### src/rtl/fetch_unit_pkg.sv
// fetch_unit_pkg
//   Shared definitions for the instruction fetch stage: enable/disable
//   constants, fetch FSM state encodings, instruction size and a PC
//   increment helper.
package fetch_unit_pkg;

    localparam logic ENABLE  = 1'b1;
    localparam logic DISABLE = 1'b0;

    localparam int unsigned INST_BYTES = 4;

    typedef enum logic {
        FETCH_RUN    = 1'b0,
        FETCH_HALTED = 1'b1
    } fetch_state_e;

    // Sequential PC step; wraps modulo 2^32 (FFFF_FFFC -> 0000_0000).
    function automatic logic [31:0] next_pc(input logic [31:0] pc_in);
        return pc_in + 32'(INST_BYTES);
    endfunction

endpackage

### src/rtl/fetch_fifo.sv
// fetch_fifo
//   Small synchronous FIFO holding {pc, ir} pairs between the memory
//   response and the decoder. Push and pop in the same cycle leave the
//   count unchanged, including when full. Flush empties it in one cycle.
// Ports:
//   clk, rst      clock, synchronous active-high reset
//   push_i        write data_i (ignored when full and not popping)
//   data_i        entry to write
//   pop_i         remove head (ignored when empty)
//   flush_i       discard all entries (dominates push/pop)
//   data_o        head entry (meaningful only when !empty_o)
//   count_o       number of stored entries
//   full_o        count_o == DEPTH
//   empty_o       count_o == 0
module fetch_fifo #(
    parameter int DEPTH = 2,
    parameter int WIDTH = 64,
    localparam int AW = $clog2(DEPTH),
    localparam int CW = AW + 1
) (
    input  logic             clk,
    input  logic             rst,
    input  logic             push_i,
    input  logic [WIDTH-1:0] data_i,
    input  logic             pop_i,
    input  logic             flush_i,
    output logic [WIDTH-1:0] data_o,
    output logic [CW-1:0]    count_o,
    output logic             full_o,
    output logic             empty_o
);

    logic [WIDTH-1:0] mem_q [DEPTH];
    logic [AW-1:0]    rd_ptr_q, wr_ptr_q;
    logic [CW-1:0]    count_q;
    logic             do_push, do_pop;

    assign empty_o = (count_q == '0);
    assign full_o  = (count_q == CW'(DEPTH));
    assign count_o = count_q;
    assign data_o  = mem_q[rd_ptr_q];

    // A push into a full FIFO is accepted only if the head leaves this cycle.
    assign do_pop  = pop_i & ~empty_o;
    assign do_push = push_i & (~full_o | do_pop);

    // DEPTH is a power of two, so the pointers wrap naturally.
    always_ff @(posedge clk) begin
        if (rst || flush_i) begin
            rd_ptr_q <= '0;
            wr_ptr_q <= '0;
            count_q  <= '0;
        end else begin
            if (do_push) wr_ptr_q <= wr_ptr_q + 1'b1;
            if (do_pop)  rd_ptr_q <= rd_ptr_q + 1'b1;
            count_q <= count_q + CW'(do_push) - CW'(do_pop);
        end
    end

    always_ff @(posedge clk) begin
        if (do_push && !flush_i) mem_q[wr_ptr_q] <= data_i;
    end

    always_ff @(posedge clk) begin
        if (!rst && !flush_i) begin
            assert (!(push_i && full_o && !pop_i))
                else $error("fetch_fifo overflow");
        end
    end

endmodule

### src/rtl/fetch_unit.sv
// fetch_unit
//   Instruction fetch stage. Issues word requests to instruction memory,
//   buffers returned words with their PC and hands them to the decoder.
//   Redirects flush buffered words and drop in-flight responses; halt
//   stops fetching until reset.
// Handshakes:
//   imem: a request transfers on a cycle with imem_req & imem_gnt;
//   imem_req stays high with a stable imem_addr until granted (unless a
//   redirect/halt intervenes). Responses arrive in order on imem_rvalid.
//   decoder: an instruction transfers on a cycle with ir_valid & ir_ready;
//   ir/pc stay stable while ir_valid & !ir_ready.
// Ports:
//   clk, rst                          clock, synchronous active-high reset
//   imem_req/imem_addr/imem_gnt       request channel
//   imem_rvalid/imem_rdata            response channel
//   ir/pc/ir_valid/ir_ready           decoder channel
//   redirect_valid/redirect_pc        branch/jump redirect
//   halt/halted                       stop request / stopped status
module fetch_unit
    import fetch_unit_pkg::*;
#(
    parameter logic [31:0] RESET_PC = 32'h0000_0000,
    parameter int          DEPTH    = 2
) (
    input  logic        clk,
    input  logic        rst,
    output logic        imem_req,
    output logic [31:0] imem_addr,
    input  logic        imem_gnt,
    input  logic        imem_rvalid,
    input  logic [31:0] imem_rdata,
    output logic [31:0] ir,
    output logic [31:0] pc,
    output logic        ir_valid,
    input  logic        ir_ready,
    input  logic        redirect_valid,
    input  logic [31:0] redirect_pc,
    input  logic        halt,
    output logic        halted
);

    localparam int CW = $clog2(DEPTH) + 1;

    fetch_state_e  state_q, state_d;
    logic [31:0]   fetch_pc_q, fetch_pc_d;
    logic [31:0]   resp_pc_q, resp_pc_d;
    logic [CW-1:0] outst_q, outst_d, outst_after;
    logic [CW-1:0] drop_q, drop_d;
    logic [CW:0]   inflight;
    logic          run, flush, issue, rsp_dec, drop_now, push, pop;
    logic [63:0]   head;
    logic [CW-1:0] fifo_count;
    logic          fifo_full, fifo_empty;

    // ---------------- FSM: state register ----------------
    always_ff @(posedge clk) begin
        if (rst) state_q <= FETCH_RUN;
        else     state_q <= state_d;
    end

    // ---------------- FSM: next state ----------------
    always_comb begin
        state_d = state_q;
        if (state_q == FETCH_RUN && halt) state_d = FETCH_HALTED;
    end

    // ---------------- FSM: outputs ----------------
    // Words already buffered plus words still in flight may never exceed
    // DEPTH, which is what keeps the FIFO from overflowing.
    always_comb begin
        run      = (state_q == FETCH_RUN);
        halted   = (state_q == FETCH_HALTED);
        inflight = {1'b0, outst_q} + {1'b0, fifo_count};
        imem_req = run & ~rst & ~halt & ~redirect_valid
                   & (inflight < (CW + 1)'(DEPTH));
    end

    assign imem_addr = fetch_pc_q;

    // Halt and redirect both flush; halt wins and leaves the PCs alone.
    assign flush    = run & (halt | redirect_valid);
    assign issue    = imem_req & imem_gnt;
    assign rsp_dec  = imem_rvalid & (outst_q != '0);
    assign drop_now = imem_rvalid & (drop_q != '0);
    assign push     = rsp_dec & (drop_q == '0) & run & ~flush;
    assign pop      = ir_valid & ir_ready;

    // ---------------- datapath next state ----------------
    always_comb begin
        outst_after = outst_q - CW'(rsp_dec);
        outst_d     = outst_after + CW'(issue);
        drop_d      = drop_q - CW'(drop_now);
        fetch_pc_d  = issue ? next_pc(fetch_pc_q) : fetch_pc_q;
        resp_pc_d   = push ? next_pc(resp_pc_q) : resp_pc_q;
        if (flush) begin
            // Everything still in flight after this cycle belongs to the
            // old stream and must be absorbed.
            drop_d = outst_after;
            if (!halt) begin
                fetch_pc_d = {redirect_pc[31:2], 2'b00};
                resp_pc_d  = {redirect_pc[31:2], 2'b00};
            end
        end
    end

    always_ff @(posedge clk) begin
        if (rst) begin
            fetch_pc_q <= RESET_PC;
            resp_pc_q  <= RESET_PC;
            outst_q    <= '0;
            drop_q     <= '0;
        end else begin
            fetch_pc_q <= fetch_pc_d;
            resp_pc_q  <= resp_pc_d;
            outst_q    <= outst_d;
            drop_q     <= drop_d;
        end
    end

    always_ff @(posedge clk) begin
        if (!rst) begin
            assert (!(imem_rvalid && outst_q == '0))
                else $error("fetch_unit: response with nothing outstanding");
        end
    end

    // ---------------- instruction buffer ----------------
    fetch_fifo #(
        .DEPTH (DEPTH),
        .WIDTH (64)
    ) u_fifo (
        .clk     (clk),
        .rst     (rst),
        .push_i  (push),
        .data_i  ({resp_pc_q, imem_rdata}),
        .pop_i   (pop),
        .flush_i (flush),
        .data_o  (head),
        .count_o (fifo_count),
        .full_o  (fifo_full),
        .empty_o (fifo_empty)
    );

    always_comb begin
        ir_valid = ~fifo_empty;
        ir       = fifo_empty ? 32'h0 : head[31:0];
        pc       = fifo_empty ? 32'h0 : head[63:32];
    end

    always_ff @(posedge clk) begin
        if (!rst) begin
            assert (!(push && fifo_full && !pop))
                else $error("fetch_unit: instruction buffer overflow");
        end
    end

endmodule

### config.mk
export PLATFORM = sky130hd
export DESIGN_NAME = fetch_unit
export DESIGN_NICKNAME = d
export VERILOG_FILES = /design/src/rtl/fetch_unit_pkg.sv /design/src/rtl/fetch_fifo.sv /design/src/rtl/fetch_unit.sv
export SDC_FILE = /design/constraint.sdc
export NUM_CORES = 1
export LEC_CHECK = 0
export BUFFER_PORTS_ARGS = -buffer_cell sky130_fd_sc_hd__buf_2
export CAP_MARGIN = 40
export CORE_AREA = 10 10 166 168
export DETAILED_ROUTE_END_ITERATION = 8
export DIE_AREA = 0 0 176 178
export PLACE_DENSITY = 0.6
export SLEW_MARGIN = 20
export SYNTH_ARGS = -nofsm -noshare
export SYNTH_HDL_FRONTEND = slang
export SYNTH_SLANG_ARGS = --single-unit
### constraint.sdc
create_clock -name clk -period 7.3 [get_ports clk]
set_clock_uncertainty 0.15 [all_clocks]
set_input_delay 0 -clock clk [delete_from_list [all_inputs] [get_ports clk]]
set_output_delay 0 -clock clk [all_outputs]
set_load 0.05 [all_outputs]
# == After elaboration in Yosys (flattened, before gate mapping) ==
# Memories as Yosys holds them, arrays and structs flattened. A register that Yosys moved wholly into a read port is not among the register bits.
# Cells that the tools add are included.
# totals
ff_bits,73
memories,1
ramBits,128
wordCells,65
output_inout_bits,99
input_bits,71
# classes
bitwise_logic,23
n_eq_ne,1
mux,13
magnitude_cmp,1
add_sub_neg,10
n_reduce_logical,8
# memory_table
name,depth,width,rd,rd_clocked_by_memory_dff,wr,line,text
u_fifo.mem_q,2,64,1,1,1,fetch_fifo.sv:33,logic [WIDTH-1:0] mem_q [DEPTH];
# op_table
op,count
two-way mux 32 bit,8
"adder 32 x 3 -> 32 bit, second input constant",2
bitwise AND 1 bit,14
inverter 1 bit,7
subtractor 2 x 1 -> 2 bit,3
adder 2 x 1 -> 2 bit,2
logical NOT 2 bit,2
two-way mux 1 bit,4
nonzero test 2 bit,2
adder 2 x 2 -> 3 bit,1
"< comparator 3 x 2 -> 1 bit, second input constant",1
"adder 1 bit, second input constant",2
"== test 2 bit, second input constant",1
logical AND 1 bit,2
two-way mux 2 bit,1
OR 1 bit,2
logical NOT 1 bit,1
logical OR 1 bit,1

# == Logic depth before layout (Yosys ltp) ==
# Gate-level depths: netlist (run 1).
# logic_depth
word_depth,9
depth_mapped,9
depth_no_buf,8

# == By module ==
# From an unflattened synthesis (run 1), not the netlist that was laid out.
# hier_totals
hier_cells,699
area_unflattened_um2,8690.8
# by_module_without_submodules
mod,seq_area_each_um2,area_each_um2,cells_each,instances
fetch_fifo,3943.8,4849.7,229,1
fetch_unit,1301.2,3841.2,470,1

# == Worst setup path before layout (run 1) ==
# No wires, ideal clock.
# synth_timing
path_type,register to register
startpoint,register state_q (netlist: halted)
endpoint,memory u_fifo.mem_q[0][0] (enable)
t_arrival_ns,4.225
required_time_ns,6.660
setup_slack_ns,2.436
n_path_buf,1
stages_incl_launch_ff,6
setup_ns,0.490
period_less_slack_ns,4.864
path_cell_list,dfxtp_1 > nor3_2 > and3_1 > clkbuf_1 > o31a_1 > nor2b_1
# synth_via
elab_chain_cells,8
elab_cells_between_ends,10
cone_classes,mux: 2; bitwise: 6; reduce/logical: 2
# synth_lines
element,line,text
from (decl),fetch_unit.sv:44,"fetch_state_e state_q, state_d;"
from (signal assigned),fetch_unit.sv:58,else state_q <= state_d;
inverter 1 bit (*),fetch_unit.sv:71,run = (state_q == FETCH_RUN);
bitwise AND 1 bit,fetch_unit.sv:81,assign flush = run & (halt | redirect_valid);
inverter 1 bit,fetch_unit.sv:85,assign push = rsp_dec & (drop_q == '0) & run & ~flush;
bitwise AND 1 bit (*),fetch_unit.sv:85,
bitwise AND 1 bit (*),fetch_fifo.sv:45,assign do_push = push_i & (~full_o | do_pop);
via u_fifo.do_push,fetch_fifo.sv:36,"logic do_push, do_pop;"
logical AND 1 bit (*),fetch_fifo.sv:61,if (do_push && !flush_i) mem_q[wr_ptr_q] <= data_i;
two-way mux 1 bit (*),fetch_fifo.sv:61,
two-way mux 1 bit (not written as such) (*),fetch_fifo.sv:61,
to (decl),fetch_fifo.sv:33,
# The timed path passes the listed nets; every way through them passes the cells marked *.

# == Final worst setup path (run 1) ==
# layout_timing
startpoint,register u_fifo.count_q[0] (netlist: u_fifo.count_o[0])
endpoint,register fetch_pc_q[30] (netlist: imem_addr[30])
# layout_via
elab_chain_cells,7
# layout_lines
element,line,text
from (decl),fetch_fifo.sv:35,logic [CW-1:0] count_q;
from (signal assigned),fetch_fifo.sv:56,count_q <= count_q + CW'(do_push) - CW'(do_pop);
adder 2 x 2 -> 3 bit (*),fetch_unit.sv:73,"inflight = {1'b0, outst_q} + {1'b0, fifo_count};"
< comparator 3 x 2 -> 1 bit (*),fetch_unit.sv:75,& (inflight < (CW + 1)'(DEPTH));
bitwise AND 1 bit (*),fetch_unit.sv:75,
bitwise AND 1 bit (*),fetch_unit.sv:82,assign issue = imem_req & imem_gnt;
two-way mux 32 bit (*),fetch_unit.sv:93,fetch_pc_d = issue ? next_pc(fetch_pc_q) : fetch_pc_q;
two-way mux 32 bit,fetch_unit.sv:99,if (!halt) begin
two-way mux 32 bit (*),fetch_unit.sv:95,if (flush) begin
to (signal assigned),fetch_unit.sv:113,fetch_pc_q <= fetch_pc_d;
to (decl),fetch_unit.sv:45,"logic [31:0] fetch_pc_q, fetch_pc_d;"
# Every way passes the cells marked *; elsewhere a longest branch is shown, timed or not.
# A chain may end at the register's enable or synchronous reset.

==> run summary, run 1 <==
After detailed routing, the number of vias per cell comes to 4.75. The total number of H-tree levels is 4. The type of the most critical hold path was primary input to flip-flop. The internal portion of total power is 1.77 mW, and the via count of the first global-routing pass is 5999. The tools report the synthesized netlist cell count as 687.

The startpoint identified for the worst register-to-register timing path is u_fifo.count_o[0]. Critical hold path startpoint: imem_rdata[7]. Along the worst path, the maximum fanout reaches 12. Leaving out fill and tap cells, the most frequent cell in the layout is sky130_fd_sc_hd__buf_2. The wire length on met2 is 8.90 mm. The clock slew at the register clock pins of the worst setup and hold paths works out to 80 ps. STA puts the critical path data required time at 7490 ps.

The setup fix buffers added after clock tree synthesis is 0. The uppermost layer routed is met4. Summing internal, switching and leakage power gives 2.37 mW. The wire length of the first global-routing pass was 32.5 mm. The total I/O pin count is 170, and the initial detailed-routing violation count is 302.

The netlist uses 47 different library cells. Derived from the worst setup path, the maximum achievable clock frequency is 0.312 GHz. The share of synthesized registers carrying an async set or reset was 0. The main flop type after synthesis was sky130_fd_sc_hd__edfxtp_1. Dividing the detail-routed wire length by the instance count gives 16.5 µm.

Setup violations remaining at the end of the flow were counted as 0. Summing all multi-input logic gate instances after layout gives 3020 µm². The average instance in the mapped netlist occupies 12.2 µm². After detailed routing, the wire length on met1 is 9.96 mm.

The half-perimeter wire length after detailed placement was 13.9 mm; the count of synthesis-stage warnings from yosys was 0. The number of nets at the end of the flow was 992. The detail route stage leaves a number of antenna-violating nets equal to 0. For this design the ratio of total power to cell area is 219 nW/µm².

The tools report the initial core utilization as 0.347. After synthesis the cells add up to 8370 µm². The number of synthesized flops with an enable pin is 124, and the quantity of I/O buffers inserted on ports is 163. The global placer's final weighted congestion was 0.840; the TritonCTS buffer count was 17. The logs give 20.6 mm for the detailed-route wire length and 57 for the placement row count. The run finished with clean final reports.

In this run the vertical extent of the chip is 178 µm. From left edge to right edge, the die measures 176 µm. Setup repair after global routing left no endpoint under its margin. For the part of the total power dissipated in sequential elements, the log shows 0.521. CTS placed an instance of sky130_fd_sc_hd__clkbuf_16 at the clock tree root. For the post-detailed-route DRC marker count, the log shows 0. The area taken by flip-flops and latches came out at 5130 µm². Entering global routing, the biggest net connects 65 pins.

The clock net in this run drives a total of 194 sinks. The run gives 0.449 as the share of the core filled with cells in the final layout. The switching share of power came out at 0.252. The via count came out at 5932. The reported net switching power was 0.597 mW. The placed instances occupy a cell area of 9520 µm².

The buffer depth of the longest clock path is 2. The analysis attributes to cell leakage a power of 3.99 nW. The tools report the kind of end point of the critical path as a flip-flop. After filler insertion, the fill cell instance count of the layout stands at 2237. The wire length on met3 was 1.53 mm; the core area was 24100 µm². The maximum VDD drop came out at 0.000144 V. The library cells used most frequently in the layout, excluding fill and tap cells, are sky130_fd_sc_hd__buf_2 (164), sky130_fd_sc_hd__edfxtp_1 (124), sky130_fd_sc_hd__nor2_1 (85).

The number of hold-slack violations in the final timing report was 0; the total negative slack for setup checks was 0 ps. The total non-filler cell area in the finished layout is 10800 µm², and the clock group share of total power is 0.381. The worst setup path is of the flip-flop to flip-flop kind. The signal arrival time at the worst endpoint is 3400 ps. The logs give 0 for the count of final max-slew check failures and 0.098 for the combinational share of power. The initial antenna violation count is 0, and the synthesis-to-finish area growth is 29.3%.

Counting instances, the worst hold path has a depth of 2. For the register area share after synthesis, the log shows 0.612. The final worst-path cycle share was 0.439; the number of iterations in the first detailed-routing pass was 5.

The proportion of layout cells with a drive suffix above 1 came out at 0.242. The full die area was 31300 µm². For the worst flop-to-flop path, the logic depth is 8. At the pin with the least slew margin, the transition time is 855 ps. The worst-skew pair later-pin latency is 430 ps, and the overall track demand over capacity in global routing is 0.131. The max capacitance violation total is 0, and the number of synthesized register bits is 194. On the final layout, the worst hold slack is 150 ps. The total overflow left after global routing is 0.

Clock period minus final worst setup slack: 3210 ps. Start point of the critical path: u_fifo.count_o[0]. The headroom to the max-slew limit is 0.426. TritonCTS built the clock tree. The startpoint type of the worst setup path was a flip-flop.

The number of antenna diodes in the final layout is 0.
==> timing repair <==
item	CTS	global route
hold buffers	72	0
gates resized for setup	0	0
hold endpoints to repair	132	0
==> power by group through the flow <==
| stage | logic, mW | clock network (mW) | registers [mW] |
|---|---|---|---|
| detailed placement | 0.200 | 0 | 1.26 |
| CTS | 0.233 | 0.937 | 1.23 |
| finish | 0.231 | 0.903 | 1.23 |
| floorplan | 0.106 | 0 | 1.29 |
| global placement | 0.196 | 0 | 1.26 |
| global route | 0.252 | 0.979 | 1.24 |
==> per-layer routing <==
| layer | GRT usage | vias up |
|---|---|---|
| met5 | 0 | - |
| met4 | 0.0350 | 0 |
| met3 | 0.0459 | 16 |
| met2 | 0.203 | 188 |
| met1 | 0.170 | 2792 |
| li1 | - | 2936 |
==> cell usage after synthesis (7+ instances only) <==
master                     count  share of area
sky130_fd_sc_hd__xnor2_1      24          0.025
sky130_fd_sc_hd__nor2_1       86          0.039
sky130_fd_sc_hd__nor3_1       14         0.0084
sky130_fd_sc_hd__dfxtp_1      70           0.17
sky130_fd_sc_hd__nand4_1      22          0.016
sky130_fd_sc_hd__xor2_1       36          0.038
sky130_fd_sc_hd__nand3_1      24          0.014
sky130_fd_sc_hd__nand2_1      20         0.0090
sky130_fd_sc_hd__o21bai_1     27          0.024
sky130_fd_sc_hd__a21oi_1      52          0.031
sky130_fd_sc_hd__edfxtp_1    124           0.44
sky130_fd_sc_hd__mux2i_1      64          0.077
sky130_fd_sc_hd__clkbuf_1     25          0.011
sky130_fd_sc_hd__ha_1          7          0.010
sky130_fd_sc_hd__inv_1        13         0.0058
==> final timing paths <==
| kind | to | slack, ps |
|---|---|---|
| max | imem_addr[30] | 4090 |
| min | u_fifo.mem_q[1][7] | 150 |
| min reg2reg | u_fifo.mem_q[1][51] | 360 |
| max reg2reg | imem_addr[30] | 4090 |
==> metrics by stage <==
| stage | worst slack [ps] | std cells |
|---|---|---|
| 3_3_place_gp | 4140 | 1143 |
| 2_1_floorplan | 2440 | 690 |
| 6_report | 4090 | 1250 |
| 5_1_grt | 3890 | 1250 |
| 4_1_cts | 4090 | 1250 |
| 3_5_place_dp | 4110 | 1146 |
==> critical path, stage by stage (launching register included) <==
cell and delay (ps):
sky130_fd_sc_hd__dfxtp_1 390, sky130_fd_sc_hd__inv_1 90, sky130_fd_sc_hd__nor2_1 130, sky130_fd_sc_hd__fa_1 440
sky130_fd_sc_hd__or4_4 590, sky130_fd_sc_hd__nor4_4 730, sky130_fd_sc_hd__nand3_1 180, sky130_fd_sc_hd__xor2_1 180
sky130_fd_sc_hd__a211oi_1 240
==> logic make-up after synthesis <==
logic type,synth area share
and+or+nand+nor,0.133
muxes,0.0765
AOI/OAI and AO/OA,0.0713
DFF,0.612
buffers and inverters,0.0312
adders and majority gates,0.0129
xor gates and xnor gates,0.0628
other,0.000448
==> state kept, by name (all words and copies together) (netlist names), named ones only <==
signal,flops
drop_q,2
u_fifo.mem_q,124
u_fifo.wr_ptr_q,1
u_fifo.count_o,2
resp_pc_q,30
outst_q,2
u_fifo.rd_ptr_q,1
imem_addr,30
halted,1
==> layout make-up <==
| type | instances | area share |
|---|---|---|
| Tap cell | 324 | 0.0375 |
| Sequential cell | 194 | 0.474 |
| Timing Repair Buffer | 244 | 0.152 |
| Inverter | 13 | 0.00451 |
| Multi-Input combinational cell | 443 | 0.279 |
| Clock inverter | 13 | 0.0106 |
| Clock buffer | 19 | 0.0429 |
Power figures use the tool's default switching activity.
==> run 2: changes to the inputs <==
Settings changed: ABC_AREA set to 1, CORE_AREA 10 10 166 168 to 10 10 172 174, DIE_AREA 0 0 176 178 to 0 0 182 184, PLACE_DENSITY 0.6 to 0.61.
Clock period 7.3 ns to 2.7 ns, I/O delays scaled along.
==> run summary, run 2 <==
The top register by number of flip-flops is u_fifo.mem_q (unchanged). The placement row count is 59 (was 57), and the flip-flop count of the largest register, all copies and words added is 124 (unchanged). The full die area was 33500 µm² (was 31300 µm²); the number of synthesized register bits was 194 (unchanged). The CTS root buffer was sky130_fd_sc_hd__clkbuf_16 (unchanged). Quantity of I/O buffers inserted on ports: 163 (unchanged). The register area share after synthesis came out at 0.567 (was 0.612).

The total I/O pin count came out at 170 (unchanged). The highest net fanout along the worst path is 10 (was 12). The initial core utilization was 0.349 (was 0.347); the wire length of the first global-routing pass was 39.8 mm (was 32.5 mm). The die outline height is 184 µm (was 178 µm), and the per-instance average area after synthesis is 8.54 µm² (was 12.2 µm²). The average wire per cell in the routed design is 15.1 µm (was 16.5 µm).

The tools report the via count as 7674 (was 5932). The internal portion of total power is 4.86 mW (was 1.77 mW). The run finished with clean final reports. The via count of the first global-routing pass is 7636 (was 5999), and the transition time at the pin with the least slew margin is 746 ps (was 855 ps). Top cell type's share of synthesized area: 0.412 (was 0.445). The tools report the number of hold-slack violations in the final timing report as 0 (unchanged). Library cell with the highest instance count after synthesis: sky130_fd_sc_hd__nand2_1 (was sky130_fd_sc_hd__edfxtp_1).

The clock period minus final worst setup slack works out to 2390 ps (was 3210 ps). The tools report the worst-case hold path end point as imem_addr[3] (was u_fifo.mem_q[1][7]). The tools report the required time of the worst setup path as 2910 ps (was 7490 ps). Start of the worst register-to-register path: u_fifo.count_o[0] (unchanged). The count of different cell masters after synthesis came out at 33 (was 47). The clock slew at the register clock pins of the worst setup and hold paths came out at 70 ps (was 80 ps). The startpoint type of the worst setup path was a flip-flop (unchanged). The reported net switching power is 1.83 mW (was 0.597 mW). Leading cell types by count after synthesis: sky130_fd_sc_hd__nand2_1 (322), sky130_fd_sc_hd__a21oi_1 (133), sky130_fd_sc_hd__edfxtp_1 (124), sky130_fd_sc_hd__inv_1 (106), sky130_fd_sc_hd__nand3_1 (98) (was sky130_fd_sc_hd__edfxtp_1 (124), sky130_fd_sc_hd__nor2_1 (86), sky130_fd_sc_hd__dfxtp_1 (70), sky130_fd_sc_hd__mux2i_1 (64), sky130_fd_sc_hd__a21oi_1 (52)). Main flop type after synthesis: sky130_fd_sc_hd__edfxtp_1 (unchanged). Number of iterations in the first detailed-routing pass: 4 (was 5). The worst-case reg-to-reg path depth was 10 (was 8); the total negative slack for setup checks was 0 ps (unchanged). The type of the most critical hold path was primary input to flip-flop (unchanged).

The overall track demand over capacity in global routing is 0.145 (was 0.131). The number of antenna-violating nets in the routed design was 0 (unchanged). Initial detailed-routing violation count: 472 (was 302).

The kind of end point of the critical path is a flip-flop (unchanged). Width of the die: 182 µm (was 176 µm). The count of synthesis-stage warnings from yosys was 0 (unchanged); the post-synthesis instance area was 9030 µm² (was 8370 µm²). The logs give 0.000292 V (was 0.000144 V) for the maximum VDD drop and 25900 µm² (was 24100 µm²) for the core area.

Buffer depth of the longest clock path: 2 (unchanged). Setup repair after global routing left no endpoint under its margin. The total of hold buffers inserted after clock tree synthesis was 68 (was 72). Largest area contributor in the netlist: sky130_fd_sc_hd__edfxtp_1 (unchanged). The number of nets at the end of the flow is 1358 (was 992), and the hold path depth is 7 (was 2).

Synth area leaders: sky130_fd_sc_hd__edfxtp_1 (41%), sky130_fd_sc_hd__dfxtp_1 (16%), sky130_fd_sc_hd__nand2_1 (13%) (was sky130_fd_sc_hd__edfxtp_1 (44%), sky130_fd_sc_hd__dfxtp_1 (17%), sky130_fd_sc_hd__mux2i_1 (7.7%)). The tools report the number of gates resized after cts as 0 (unchanged). Post-detailed-route DRC marker count: 0 (unchanged).

Commonest cells after routing, fill and taps aside: sky130_fd_sc_hd__nand2_1 (322), sky130_fd_sc_hd__buf_2 (163), sky130_fd_sc_hd__a21oi_1 (133) (was sky130_fd_sc_hd__buf_2 (164), sky130_fd_sc_hd__edfxtp_1 (124), sky130_fd_sc_hd__nor2_1 (85)). The average via count per standard cell is 4.72 (was 4.75), and the initial antenna violation count is 0 (unchanged). The number of clock sinks seen by CTS is 194 (unchanged), and the final worst-path cycle share is 0.884 (was 0.439). The proportion of layout cells with a drive suffix above 1 was 0.184 (was 0.242); the signal arrival time at the worst endpoint was 2590 ps (was 3400 ps). The global placer's final weighted congestion is 0.845 (was 0.840), and the total number of H-tree levels is 4 (unchanged). The synthesized netlist cell count is 1058 (was 687). The leading cell type in the layout, fill and taps excluded is sky130_fd_sc_hd__nand2_1 (was sky130_fd_sc_hd__buf_2).

The clock group share of total power came out at 0.363 (was 0.381). The detailed-route wire length is 24.6 mm (was 20.6 mm), and the share of synthesized registers carrying an async set or reset is 0 (unchanged). The worst-skew pair later-pin latency was 430 ps (about the same); the number of synthesized flops with an enable pin was 124 (unchanged). The switching share of power works out to 0.273 (was 0.252). The total power divided by cell area is 582 nW/µm² (was 219 nW/µm²), and the part of the total power dissipated in sequential elements is 0.508 (was 0.521). For the half-perimeter wire length after detailed placement, the log shows 16.6 mm (was 13.9 mm).

The headroom to the max-slew limit is 0.503 (was 0.426). Combinational share of power: 0.129 (was 0.098). The worst flop-to-flop path endpoint was imem_addr[20] (was imem_addr[30]). The number of diodes added for antenna fixing was 0 (unchanged); the TritonCTS buffer count was 17 (unchanged). The pin count of the biggest net entering global routing is 65 (unchanged), and the worst hold margin is 22.7 ps (was 150 ps). The synthesis-to-finish area growth is 27.2% (was 29.3%).

The final-report setup violation count was 0 (unchanged). The critical path class is flip-flop to flip-flop (unchanged). The tools report the cell leakage power as 4.75 nW (was 3.99 nW). The run gives 0 (unchanged) as the setup fix buffers added after clock tree synthesis.

The count of final max-slew check failures is 0 (unchanged). The remaining global-route overflow came out at 0 (unchanged). Critical hold path startpoint: redirect_valid (was imem_rdata[7]). The max capacitance violation total is 0 (unchanged). The setup slack on the worst flop-to-flop path came out at 310 ps (was 4090 ps). For the highest clock frequency the design can meet, the log shows 0.419 GHz (was 0.312 GHz). TritonCTS built the clock tree.
## run 2: power by group through the flow
stage	Sequential (mW)	Clock (mW)	Combinational (mW)
floorplan	3.51	0	0.493
global route	3.41	2.63	0.957
detailed placement	3.46	0	0.785
global placement	3.46	0	0.766
CTS	3.40	2.49	0.865
finish	3.40	2.43	0.860
## run 2: how the worst max path moves through the flow
stage,from,endpoint
floorplan,halted,u_fifo.mem_q[0][0]
finish,u_fifo.count_o[0],imem_addr[20]
global placement,u_fifo.count_o[0],imem_addr[24]
global route,u_fifo.count_o[0],imem_addr[27]
detailed placement,u_fifo.count_o[0],imem_addr[28]
CTS,u_fifo.count_o[0],imem_addr[20]
## run 2: critical path, stage by stage (launching register included)
cell and delay (ps):
sky130_fd_sc_hd__dfxtp_1 410, sky130_fd_sc_hd__nand2_1 70, sky130_fd_sc_hd__inv_1 70, sky130_fd_sc_hd__fa_1 410, sky130_fd_sc_hd__nor2_1 250, sky130_fd_sc_hd__nand4_4 280
sky130_fd_sc_hd__nor2_4 290, sky130_fd_sc_hd__nand3_1 120, sky130_fd_sc_hd__nand2_1 80, sky130_fd_sc_hd__nand3_1 60, sky130_fd_sc_hd__a21oi_1 140
## run 2: through the flow
step	std cells	utilization	setup slack, ps	cell area, µm²	total power [mW]
5_1_grt	1627	0.443	66.3	11500	7.00
3_5_place_dp	1526	0.395	310	10200	4.25
4_1_cts	1626	0.443	291	11500	6.76
3_3_place_gp	1526	0.395	369	10200	4.23
2_1_floorplan	1061	-	125	9060	4.00
6_report	1627	0.443	314	11500	6.69
## run 2: final cells by class
cell class	count	area (µm²)
Clock buffer	17	425
Clock inverter	15	133
Fill cell	2532	14400
Inverter	109	409
Multi-Input combinational cell	715	3340
Sequential cell	194	5130
Tap cell	335	419
Timing Repair Buffer	242	1640
## run 2: logic make-up after synthesis
group | Yosys count | share of synthesized area
fa+ha+maj | 8 | 0.0119
flops | 194 | 0.567
simple gates | 543 | 0.260
buf+inv | 152 | 0.0672
compound gates | 152 | 0.0850
xor+xnor | 8 | 0.00776
other cells | 1 | 0.000415
## run 2: metal layers
metal | share of wire | vias to the layer above | GRT usage
li1 | - | 3928 | -
met1 | 0.48 | 3541 | 0.193
met2 | 0.46 | 191 | 0.233
met3 | 0.055 | 14 | 0.0360
met4 | 0.0090 | 0 | 0.0325
met5 | 0 | - | 0
